[config.mk]
export PLATFORM = sky130hd
export DESIGN_NAME = dlx_hazard_fwd_unit
export DESIGN_NICKNAME = d
export VERILOG_FILES = /design/src/rtl/dlx_pipe_pkg.sv /design/src/rtl/dlx_fwd_port_sel.sv /design/src/rtl/dlx_hazard_fwd_unit.sv
export SDC_FILE = /design/constraint.sdc
export NUM_CORES = 1
export LEC_CHECK = 0
export ABC_AREA = 1
export BUFFER_PORTS_ARGS = -buffer_cell sky130_fd_sc_hd__buf_2
export CAP_MARGIN = 20
export CORE_UTILIZATION = 25
export DETAILED_ROUTE_END_ITERATION = 10
export GPL_TIMING_DRIVEN = 1
export PLACE_DENSITY = 0.52
export SLEW_MARGIN = 20
export SYNTH_ARGS = -nofsm -noshare
export SYNTH_HDL_FRONTEND = slang
export SYNTH_SLANG_ARGS = --single-unit
[constraint.sdc]
create_clock -name clk -period 1.7 [get_ports clk]
set_input_delay 0.255 -clock clk [delete_from_list [all_inputs] [get_ports clk]]
set_output_delay 0.255 -clock clk [all_outputs]
set_load 0.02 [all_outputs]
[src/rtl/dlx_pipe_pkg.sv]
// Shared DLX pipeline types: in-flight destination tracking entries and stage indices.
package dlx_pipe_pkg;

  localparam int REG_AW_MAX = 8;

  localparam int STG_EX  = 0;
  localparam int STG_MEM = 1;
  localparam int STG_WB  = 2;

  localparam logic [REG_AW_MAX-1:0] REG_ZERO = '0;

  // rd is stored at the widest supported address width; narrower files zero-extend.
  typedef struct packed {
    logic                  valid;
    logic [REG_AW_MAX-1:0] rd;
    logic                  wr_en;
    logic                  is_load;
  } dlx_entry_t;

  localparam int ENTRY_W = $bits(dlx_entry_t);

  function automatic logic is_producer(input dlx_entry_t e);
    return e.valid & e.wr_en & (e.rd != REG_ZERO);
  endfunction

endpackage

[src/rtl/dlx_fwd_port_sel.sv]
// Per-read-port producer search: picks the youngest in-flight writer of rs_sel
// and either forwards its result or flags a hazard if the value is not yet produced.
module dlx_fwd_port_sel
  import dlx_pipe_pkg::*;
#(
  parameter int DATA_W     = 32,
  parameter int REG_AW     = 5,
  parameter int NUM_STAGES = 3,
  parameter int LOAD_READY = 1
) (
  input  logic [REG_AW-1:0]            rs_sel,
  input  logic                         used,
  input  logic [NUM_STAGES*ENTRY_W-1:0] entries,
  input  logic [NUM_STAGES*DATA_W-1:0] stage_result,
  input  logic [DATA_W-1:0]            rf_data,
  output logic [DATA_W-1:0]            fwd_data,
  output logic                         hazard
);

  dlx_entry_t [NUM_STAGES-1:0] ent;
  logic                        found;
  logic                        ready;
  logic [DATA_W-1:0]           win_data;

  assign ent = entries;

  // Scan oldest to youngest so the youngest match overwrites any older one.
  always_comb begin
    found    = 1'b0;
    ready    = 1'b0;
    win_data = '0;
    for (int k = NUM_STAGES - 1; k >= 0; k--) begin
      if (is_producer(ent[k]) && (ent[k].rd == REG_AW_MAX'(rs_sel))) begin
        found    = 1'b1;
        ready    = ~ent[k].is_load | (k >= LOAD_READY);
        win_data = stage_result[k*DATA_W +: DATA_W];
      end
    end
  end

  assign fwd_data = (found & ready) ? win_data : rf_data;
  assign hazard   = used & found & ~ready;

endmodule

[src/rtl/dlx_hazard_fwd_unit.sv]
// DLX hazard detection and operand forwarding: tracks in-flight writes after ID,
// forwards the youngest ready producer per read port, stalls decode otherwise.
module dlx_hazard_fwd_unit
  import dlx_pipe_pkg::*;
#(
  parameter int DATA_W       = 32,
  parameter int REG_AW       = 5,
  parameter int NUM_STAGES   = STG_WB + 1,
  parameter int NUM_RD_PORTS = 2,
  parameter int LOAD_READY   = STG_MEM,
  parameter int CNT_W        = 16
) (
  input  logic                           clk,
  input  logic                           rst_n,
  input  logic                           id_valid,
  input  logic [REG_AW-1:0]              id_rd,
  input  logic                           id_wr_en,
  input  logic                           id_is_load,
  input  logic [NUM_RD_PORTS*REG_AW-1:0] id_rs_sel,
  input  logic [NUM_RD_PORTS-1:0]        id_rs_used,
  input  logic [NUM_RD_PORTS*DATA_W-1:0] rf_data,
  input  logic [NUM_STAGES*DATA_W-1:0]   stage_result,
  input  logic                           flush,
  input  logic                           freeze,
  output logic [NUM_RD_PORTS*DATA_W-1:0] fwd_data,
  output logic                           stall,
  output logic [CNT_W-1:0]               stall_cycles
);

  dlx_entry_t [NUM_STAGES-1:0] entries;
  dlx_entry_t                  new_entry;
  logic [NUM_RD_PORTS-1:0]     hazard;

  for (genvar p = 0; p < NUM_RD_PORTS; p++) begin : g_port
    dlx_fwd_port_sel #(
      .DATA_W    (DATA_W),
      .REG_AW    (REG_AW),
      .NUM_STAGES(NUM_STAGES),
      .LOAD_READY(LOAD_READY)
    ) u_sel (
      .rs_sel      (id_rs_sel[p*REG_AW +: REG_AW]),
      .used        (id_rs_used[p]),
      .entries     (entries),
      .stage_result(stage_result),
      .rf_data     (rf_data[p*DATA_W +: DATA_W]),
      .fwd_data    (fwd_data[p*DATA_W +: DATA_W]),
      .hazard      (hazard[p])
    );
  end

  assign stall = id_valid & ~flush & (|hazard);

  // A stalled or flushed ID slot enters EX as an all-zero bubble.
  always_comb begin
    new_entry = '0;
    if (id_valid & ~stall & ~flush) begin
      new_entry.valid   = 1'b1;
      new_entry.rd      = REG_AW_MAX'(id_rd);
      new_entry.wr_en   = id_wr_en;
      new_entry.is_load = id_is_load;
    end
  end

  always_ff @(posedge clk or negedge rst_n) begin
    if (!rst_n) begin
      entries <= '0;
    end else if (!freeze) begin
      for (int k = NUM_STAGES - 1; k > 0; k--) begin
        entries[k] <= entries[k-1];
      end
      entries[STG_EX] <= new_entry;
    end
  end

  always_ff @(posedge clk or negedge rst_n) begin
    if (!rst_n) begin
      stall_cycles <= '0;
    end else if (stall && !freeze && (stall_cycles != {CNT_W{1'b1}})) begin
      stall_cycles <= stall_cycles + CNT_W'(1);
    end
  end

endmodule

==> reports/results.txt <==
Critical Path End Type -> output port
global-route wire length before repair -> 33.4 mm
relative slew slack -> 65.6%
Starting Density -> 25.6%
hold_buf cts -> 0
nets@finish -> 1411
Mapped Nets -> 1087
Setup violations, final -> 88
critical-path maximum fanout -> 8
Residual DRC -> 0
Post-Synth Adder-Cell Area -> 0.261%
Register Area -> 952 µm²
RSZ-0062 raised after global routing -> true
Max Fclk -> 413 MHz
non-filler cells, final -> 1469
final hold slack -> 0.0206 ns
max-slew violations -> 0
Syn Area/Cell -> 5.31 µm²
root buffer cell -> clkbuf_16
All-Layer GR Usage -> 21.4%
status -> complete, but fails checks
Routed Antenna Nets -> 0
Vias/cell -> 4.85
clock sink total -> 38
Final Cycle Share -> 142%
post-layout util -> 46.5%
failing checks -> negative setup slack
GR Overflow Total -> 0
placed cell count -> 1427
GP Congestion -> 0.886
Worst path most repeated cell -> nand2_1
Die Ht -> 140 µm
Crit-path slowest cell -> dfrtp_1
Max stage delay on crit path -> 0.38 ns
dpl cell area -> 7240 µm²
arrival time worst endpoint -> 2.17 ns
final instance area -> 8690 µm²
Clock Latency Late Sink -> 0.28 ns
Final WS setup -> -0.722 ns
Crit Reg-Reg Startpoint -> entries[2]
H-tree depth -> 2
CTS tree -> yes
post-synthesis xor/xnor area fraction -> 6.04%
Netlist Area Pre-Place -> 4790 µm²
skew final -> 0.00313 ns
row cnt -> 50
initial DRC count -> 404
synth unique cells -> 28
Crit Path Class -> reg -> out
simple-gate share of the synthesized area -> 59.0%
Layout area overhead -> 81.6%
drt total wl -> 23.7 mm
Tmin final -> 2.42 ns
Slew @ Worst Pin -> 0.516 ns
maxcap violations -> 0
Die ar. -> 19700 µm²
sequential element share of the synthesized area -> 19.9%
YS warnings -> 0
initial antenna violation count -> 9
CTS buffer count -> 5
input/output buffers -> 264
#FFs+latches synth -> 38
Worst EP required -> 1.44 ns
WL/cell -> 16.2 µm
Final Hold Vio Count -> 0
Syn Inst Count -> 902
Pwr Density -> 339 nW/µm²
Crit. Startpoint -> entries[3]
layout cells sized above 1 -> 46.8%
Ports -> 265
Die X -> 140 µm
worst vdd ir -> 0.000373 V
multi-input logic area -> 4160 µm²
vias in the first global route -> 6268
post-synthesis compound-gate area fraction -> 3.19%
Leak -> 5.16 nW
startpoint class of the critical path -> flip-flop
First-pass DRT Iterations -> 5
clk slew on worst S/H paths -> 0.06 ns
total number of vias -> 7120
worst min-delay path category -> in -> async
Core Footprint -> 18700 µm²
final-layout fill cell count -> 1940
largest family of logic cells by synthesized area -> simple AND/OR/NAND/NOR gates
DPL Wire Length -> 16.6 mm
largest net degree at the start of global routing -> 39
mux contribution to synthesized area -> 0%
crit path cell chain -> inv_2 -> nand2_1 -> nand2_1 -> nor2_2 -> nand2_1 -> nor2_2 -> nand2_2 -> clkinv_4 -> nand2_4 -> o21ai_4 -> buf_12 -> inv_8 -> clkbuf_16 -> nand2_4 -> nand2_2 -> buf_4
clock buffer depth -> 2
[state kept, by name (all words and copies together) (netlist names)]
register,cells
entries,22
stall_cycles,16
[path summary, 6_finish.rpt]
path	depth (start not counted)	to	slack [ns]
max	16	fwd_data[18]	-0.72
min	2	stall_cycles[13]	0.02
max reg2reg	15	stall_cycles[14]	-0.31
min reg2reg	2	entries[32]	0.50
max in group asynchronous	2	entries[24]	1.29
min in group clk	3	entries[4]	0.22
[layer usage]
layer	part of all wire (%)	track usage, %
met1	40	26.4
met2	50	37.3
met3	7.4	3.83
met4	3.2	7.46
met5	0.13	0
[worst max-delay path: cells and delay by family, from the launching register on]
kind,cells,cell delay (ns)
flops,1,0.38
compound gates,1,0.07
buf+inv,6,0.72
simple gates,9,0.72
[placed cells by master, fill, tap and decap left out, drive strengths merged]
| master | Yosys | layout |
|---|---|---|
| clkinv | 0 | 2 |
| xor2 | 12 | 12 |
| diode | 0 | 8 |
| nor2 | 94 | 94 |
| nand4 | 7 | 7 |
| inv | 75 | 74 |
| nand2 | 423 | 423 |
| a41oi | 1 | 1 |
| nand3b | 3 | 3 |
| o22ai | 1 | 1 |
| o211ai | 1 | 1 |
| ha | 1 | 1 |
| clkinvlp | 0 | 1 |
| o21ai | 23 | 23 |
| nor3 | 3 | 3 |
| buf | 25 | 355 |
| dfrtp | 38 | 38 |
| xnor2 | 21 | 21 |
| clkbuf | 21 | 14 |
| nor4 | 4 | 4 |
| nand3 | 149 | 149 |
[cell families (layout without fill, tap and decap cells)]
group           after synthesis  in the layout
fa+ha+maj                     1              1
compound gates               26             26
flops                        38             38
xor+xnor                     33             33
other cells                   0              8
buf+inv                     121            446
simple gates                683            683
[power by group]
group	switching, W	internal (W)	leakage, nW
Clock	0.000376	0.000581	0.0729
Combinational	0.000512	0.000486	4.57
Sequential	0.0000445	0.000944	0.513
Total	0.000933	0.00201	5.16
[through the flow]
step | setup slack, ns | total power, W | TNS [ns]
after floorplan | -0.118 | 0.00141 | -6.83
after global placement | -0.455 | 0.00187 | -28.47
after global routing | -0.839 | 0.00310 | -58.49
after detailed placement | -0.452 | 0.00187 | -28.83
final | -0.722 | 0.00294 | -47.88
after CTS | -0.741 | 0.00288 | -50.97
[layout make-up]
class | count | area share [%]
antenna | 8 | 0.230
clock buffer | 6 | 1.60
clock inverter | 2 | 0.144
inverter | 75 | 3.67
multi-input combinational | 743 | 47.8
sequential | 38 | 11.0
tap | 234 | 3.37
timing repair buffer | 363 | 32.2
[synthesized netlist by cell type]
library cell / n / share of area (%)
a41oi_1: 1 / 0.18
buf_1: 1 / 0.078
buf_2: 12 / 1.3
buf_4: 3 / 0.47
buf_6: 9 / 2.1
clkbuf_1: 21 / 1.6
dfrtp_1: 38 / 20
ha_1: 1 / 0.26
inv_1: 62 / 4.9
inv_2: 10 / 0.78
inv_4: 3 / 0.39
nand2_1: 416 / 33
nand2_2: 6 / 0.78
nand2_4: 1 / 0.24
nand3_1: 149 / 16
nand3b_1: 3 / 0.47
nand4_1: 7 / 0.91
nor2_1: 90 / 7.1
nor2_2: 4 / 0.52
nor3_1: 3 / 0.31
nor4_1: 4 / 0.52
o211ai_1: 1 / 0.16
o21ai_0: 21 / 2.2
o21ai_2: 1 / 0.18
o21ai_4: 1 / 0.34
o22ai_1: 1 / 0.13
xnor2_1: 21 / 3.8
xor2_1: 12 / 2.2
[timing repair]
action,in CTS,in global routing
pin swaps,4,36
endpoints found under the setup margin,88,89
buffers inserted,9,8
endpoints found under the hold margin,0,0
resized for setup,74,189
cloned,3,9
(Power assumes the default switching activity.)
